--- config.mk ---
export PLATFORM = sky130hd
export DESIGN_NAME = event_beeper
export DESIGN_NICKNAME = d
export VERILOG_FILES = /design/src/rtl/event_beeper.sv
export SDC_FILE = /design/constraint.sdc
export NUM_CORES = 1
export LEC_CHECK = 0
export BUFFER_PORTS_ARGS = -buffer_cell sky130_fd_sc_hd__buf_2
export CAP_MARGIN = 20
export CORE_MARGIN = 1.5
export CORE_UTILIZATION = 35
export CTS_BUF_LIST = sky130_fd_sc_hd__clkbuf_8
export DETAILED_ROUTE_END_ITERATION = 7
export PLACE_DENSITY = 0.54
export REMOVE_ABC_BUFFERS = 1
export SETUP_SLACK_MARGIN = 0.15
export SLEW_MARGIN = 20
export SYNTH_ARGS = -nofsm -noshare
export SYNTH_HDL_FRONTEND = slang
export SYNTH_SLANG_ARGS = --single-unit
--- constraint.sdc ---
create_clock -name clk -period 2.9 [get_ports clk]
set_clock_uncertainty 0.2 [all_clocks]
set_input_delay 0.29 -clock clk [delete_from_list [all_inputs] [get_ports clk]]
set_output_delay 0.29 -clock clk [all_outputs]
set_load 0.05 [all_outputs]
--- src/rtl/event_beeper.sv ---
// event_beeper: turns single-cycle hit/score ticks into timed square-wave tones on one buzzer pin
module event_beeper #(
  parameter int unsigned HIT_HALF      = 50_000,
  parameter int unsigned HIT_DUR       = 10_000_000,
  parameter int unsigned SCORE_HI_HALF = 56_818,
  parameter int unsigned SCORE_LO_HALF = 113_636,
  parameter int unsigned SCORE_DUR     = 15_000_000
) (
  input  logic clk,
  input  logic rst,
  input  logic hit,
  input  logic score,
  output logic beep,
  output logic busy
);
  localparam int unsigned HMAX0 = HIT_HALF > SCORE_HI_HALF ? HIT_HALF : SCORE_HI_HALF;
  localparam int unsigned HMAX = HMAX0 > SCORE_LO_HALF ? HMAX0 : SCORE_LO_HALF;
  localparam int unsigned DMAX = HIT_DUR > SCORE_DUR ? HIT_DUR : SCORE_DUR;
  localparam int HW = $clog2(HMAX + 1);
  localparam int DW = $clog2(DMAX + 1);
  typedef enum logic [1:0] {IDLE, HIT, SCORE_HI, SCORE_LO} state_e;
  state_e state_q, state_d;
  logic [HW-1:0] half_q, half_d, half_lim;
  logic [DW-1:0] dur_q, dur_d, dur_lim;
  logic beep_q, beep_d, busy_q;
  always_comb begin
    half_lim = state_q == HIT ? HW'(HIT_HALF - 1) : state_q == SCORE_HI ? HW'(SCORE_HI_HALF - 1) : HW'(SCORE_LO_HALF - 1);
    dur_lim = state_q == HIT ? DW'(HIT_DUR - 1) : DW'(SCORE_DUR - 1);
    state_d = state_q;
    half_d = half_q + HW'(1);
    dur_d = dur_q + DW'(1);
    beep_d = beep_q;
    // events outrank tone-end so a tick on the last cycle still restarts
    if (score) begin
      state_d = SCORE_HI;
      half_d = '0;
      dur_d = '0;
      beep_d = 1'b1;
    end else if (hit && (state_q == IDLE || state_q == HIT)) begin
      state_d = HIT;
      half_d = '0;
      dur_d = '0;
      beep_d = 1'b1;
    end else if (state_q == IDLE) begin
      half_d = '0;
      dur_d = '0;
      beep_d = 1'b0;
    end else if (dur_q == dur_lim) begin
      state_d = state_q == SCORE_HI ? SCORE_LO : IDLE;
      half_d = '0;
      dur_d = '0;
      beep_d = state_q == SCORE_HI;
    end else if (half_q == half_lim) begin
      half_d = '0;
      beep_d = ~beep_q;
    end
  end
  always_ff @(posedge clk or posedge rst) begin
    if (rst) begin
      state_q <= IDLE;
      half_q <= '0;
      dur_q <= '0;
      beep_q <= 1'b0;
      busy_q <= 1'b0;
    end else begin
      state_q <= state_d;
      half_q <= half_d;
      dur_q <= dur_d;
      beep_q <= beep_d;
      busy_q <= state_d != IDLE;
    end
  end
  assign beep = beep_q;
  assign busy = busy_q;
endmodule

* Word-level counts from Yosys, hierarchy flattened *
Index checks and enable logic that the tools add are counted.

operators by class
  shift-type cells = 0
  reduce and logical (&&, ||, !) cells = 5
  magnitude comparators = 0
  mux-type cells = 22
  multipliers = 0
  equal/unequal tests = 4
  add/subtract/negate cells = 2
  bitwise logic cells = 1
  div/mod/pow operators = 0

operator list
  kind                                            number
  two-way mux 17 bit                              7
  two-way mux 24 bit                              4
  adder 24 x 1 -> 24 bit (second input constant)  1
  == test 24 bit                                  1
  two-way mux 23 bit                              1
  adder 17 x 1 -> 17 bit (second input constant)  1
  == test 17 bit                                  1
  two-way mux 2 bit                               5
  two-way mux 1 bit                               5
  nonzero test 5 bit                              1
  == test 2 x 1 -> 1 bit (second input constant)  1
  == test 2 bit (second input constant)           1
  zero test 2 bit                                 1
  nonzero test 2 bit                              1
  logical AND 1 bit                               1
  logical OR 1 bit                                1
  inverter 1 bit                                  1

storage, ports and cells
  RAM bits = 0
  memories kept = 0
  register bits = 45
  bits in latches = 0
  output and inout port bits = 2
  memory bits (read-only) = 0

* Longest topological paths before layout *
  word-level depth = 9
  mapped depth = 10
  gate-level depth less buffers = 7

* Worst setup path before layout *
OpenSTA, ideal clock, no wires.

  kind = reg-to-reg
  start = reg dur_q[18]
  end = reg dur_q[16]
  setup time = 119 ps
  slack = 534 ps
  cell stages (with the launch flop) = 8
  required time = 2581 ps
  buffers on the path = 2
  arrival time = 2047 ps
  period minus slack after synthesis = 2366 ps
  cell sequence = dfrtp_1 > or3b_1 > a2111o_1 > a2111oi_4 > nand2b_1 > buf_6 > buf_8 > nor2_1

between the ends
  word-level cells in the longest chain between the ends = 5

ends and longest elaborated chain
  item                    RTL line  text
  from (decl)             24        logic [DW-1:0] dur_q, dur_d, dur_lim;
  from (signal assigned)  68        dur_q <= dur_d;
  == test 24 bit          48        end else if (dur_q == dur_lim) begin
  two-way mux 24 bit      48
  two-way mux 24 bit      44        end else if (state_q == IDLE) begin
  two-way mux 24 bit      39        end else if (hit && (state_q == IDLE || state_q == HIT)) begin
  two-way mux 24 bit      34        if (score) begin
  net dur_d[16]           24

The timed path passes the listed nets, and every way through them passes these cells.
A chain may end at the register's enable or synchronous reset.

* Worst setup path in the final report *
  start = reg dur_q[18]
  end = reg dur_q[5]

The elaborated chain is that of the path after synthesis.

==> metrics.md <==
| Metric | Value |
|---|---|
| Clock latency at the later pin of the worst-skew pair | roughly 300 ps |
| Min cycle time layout | 2520 ps |
| CP Class | flop to flop |
| DR iter-0 viols | between 80 and 90 |
| Rel. slew slack | between 30% and 40% |
| Post-synthesis mux area share | around 1.2% |
| Area growth syn-to-layout | 7.42% |
| Seq/Total Area, Yosys | 44.8% |
| Crit path launch type | flop |
| CTS buffer count | 5 |
| Placed instance count | around 360 |
| CP endpoint | dur_q[5] |
| TritonCTS clock tree | done |
| Post-CTS setup buffers | 0 |
| Post-Synthesis Cells | approximately 260 |
| Rows | 30 |
| Post-synthesis cell area | 2510 sq um |
| Status | finished clean |
| # diodes | 0 |
| CTS-repair resized insts | 0 |
| CTS sink count | 45 |
| Adder-Cell Fraction of Synth Area | between 2 and 2.5% |
| Worst r2r src | dur_q[18] |
| Post-route DRC | 0 |
| Leakage | 1.04 nW |
| Xor-xnor portion of the synthesized cell area | around an eighth |
| Synth warn | 0 |
| Clk Tree Root Cell | clkbuf_8 |
| R2R Setup Slk | 380 ps |
| Critical path endpoint category | flop |
| Final worst slack | roughly 380 ps |
| Routability cong. | approximately 0.76 |
| Worst hold path class | primary input to asynchronous set/reset pin |
| Vias per cell | between 4 and 5 |
| Netlist cell types | 46 |
| Simple-gate share of the synthesized area | between 20% and 30% |
| # setup viols final | 0 |
| Worst EP required | around 2900 ps |
| Pins Over Slew Limit | 0 |
| Max Root-Sink Buffers | 2 |
| FILL cells | 696 |
| DR pass1 iterations | 4 |
| Die height | a little under 90 microns |
| R2R Path End | dur_q[5] |
| Clk slew on worst S/H paths | approximately 80 ps |
| Avg Cell Area, Syn | 9.63 sq um |
| EDFF count, synth | 0 |
| IO Count | 6 |
| Routed via count | roughly 1,800 |
| Core area | between 6000 and 7000 sq um |
| Total track usage | ~15% |
| Max-Cap Viols | 0 |
| Share of cells above drive strength 1 | between 10% and 20% |
| Fin nets | 275 |
| Arr. time, crit path | 2510 ps |
| Die area | slightly below 8000 sq um |
| Fmax | 0.396 GHz |
| Largest net degree at the start of global routing | 46 |
| RSZ-0062 raised after global routing | false |
| H-tree Lvls | 2 |
| Fin crit share | between 80% and 90% |
| Worst slack, placed | between 300 and 400 ps |
| First-pass GRT wire length | 8.77 mm |
| Final TNS setup | 0 ps |
| CP max FO | 24 |
| Slew @ Worst Pin | roughly 950 ps |
| Initial Utilization | between 30% and 40% |
| Most frequent cells in the layout | 49 x nor2_1, 45 x dfrtp_1, 20 x xnor2_1 |
| ANT nets after route | 0 |
| Final core utilization | 39.3% |
| Die X | 87.7 microns |
| Synth Area in Compound Gates | approximately 5.6% |
| Port bufs | 5 |
| Flops & latches, synth | between 40 and 50 |
| WHS | approximately 9 ps |
| Post-synthesis async set-or-reset flop share | 100% |
| Most used DFF post-synth | dfrtp_1 |
| Cts hold-fix bufs | 0 |
| Crit path from | dur_q[18] |
| Max VDD drop | approximately 0.00018 V |
| Overflow after GRT | 0 |
| Most common cell after layout, fill and taps aside | nor2_1 |
| DR WL/cell | 13.4 microns |
| Final Non-Filler Cells | approximately 360 |
| Initial antenna violation count | 0 |
| Drt total wl | between 4 and 5 mm |
| DP HPWL | approximately 3.3 mm |
| PD cells | just over 400 nW/um^2 |
| Vias in the first global route | 1,786 |
| Largest family of logic cells by synthesized area | simple AND/OR/NAND/NOR gates |
| Reg2reg path depth | 6 |
| Hold Vio Cnt, Final | 0 |
-- registers in the layout (all words and copies together), names as in the netlist --
name and count:
state_q 2, busy 1, beep 1, half_q 17, dur_q 24
-- critical path: stages, from the launching register on --
cell	delay (ps)
dfrtp_1	440
or3b_1	390
a2111o_1	460
a2111oi_4	460
nand2b_1	210
buf_12	180
nor2_1	60
-- area by class of cell --
class	count	area [sq um]	share of cell area, %
clock buffer	6	82.6	3.06
clock inverter	1	3.75	0.139
inverter	13	48.8	1.81
multi-input combinational	194	1260	46.9
sequential	45	1130	41.7
tap	96	120	4.45
timing repair buffer	7	52.6	1.95
-- synth_stat cells (2+ instances only) --
cell / instances / area, sq um
nor2_1: 49 / 184
dfrtp_1: 45 / 1130
xnor2_1: 20 / 175
xor2_1: 18 / 158
nand2_1: 17 / 63.8
inv_1: 13 / 48.8
nand3_1: 12 / 60.1
nor3_1: 11 / 55.1
nand4_1: 10 / 62.6
ha_1: 5 / 62.6
nor2_2: 5 / 31.3
nor4_1: 4 / 25.0
and3_1: 3 / 18.8
buf_6: 3 / 33.8
clkbuf_1: 3 / 11.3
mux2i_1: 3 / 30.0
nor4bb_1: 3 / 30.0
o21ai_0: 3 / 15.0
a21oi_1: 2 / 10.0
and4bb_2: 2 / 25.0
nand4b_1: 2 / 17.5
nor3b_1: 2 / 15.0
nor4b_1: 2 / 17.5
o2111ai_1: 2 / 17.5
-- worst min-delay path by stage --
stage / startpoint / end / slack [ps]
after floorplan: score / beep / 200
after global placement: half_q[0] / half_q[0] / 280
after detailed placement: half_q[0] / half_q[0] / 270
after CTS: rst / dur_q[3] / 60
after global routing: rst / dur_q[3] / 90
final: rst / half_q[15] / 9
-- stage by stage --
step	area, sq um	total power (W)
3_3_place_gp	2600	0.000706
4_1_cts	2690	0.00111
5_1_grt	2700	0.00114
3_5_place_dp	2600	0.000707
6_report	2700	0.00109
2_1_floorplan	2430	0.000686
-- layer usage --
metal  vias to the layer above  part of all wire [%]  track usage (%)
li1                        903                     -                -
met1                       858                    51             21.0
met2                        28                    44             21.4
met3                         6                   2.9             3.11
met4                         0                   1.5             5.05
met5                         -                     0                0
-- cell families after synthesis --
| kind of cell | Yosys count |
|---|---|
| compound gates | 16 |
| xor+xnor | 38 |
| fa+ha+maj | 5 |
| buf+inv | 22 |
| flops | 45 |
| mux | 3 |
| simple gates | 132 |
-- power breakdown --
part	internal [W]	leakage, nW	switching (W)
logic	0.0000144	0.380	0.0000337
clock network	0.000186	0.0485	0.000207
registers	0.000634	0.608	0.0000101
Note: power is estimated with default switching activity, not from simulation.
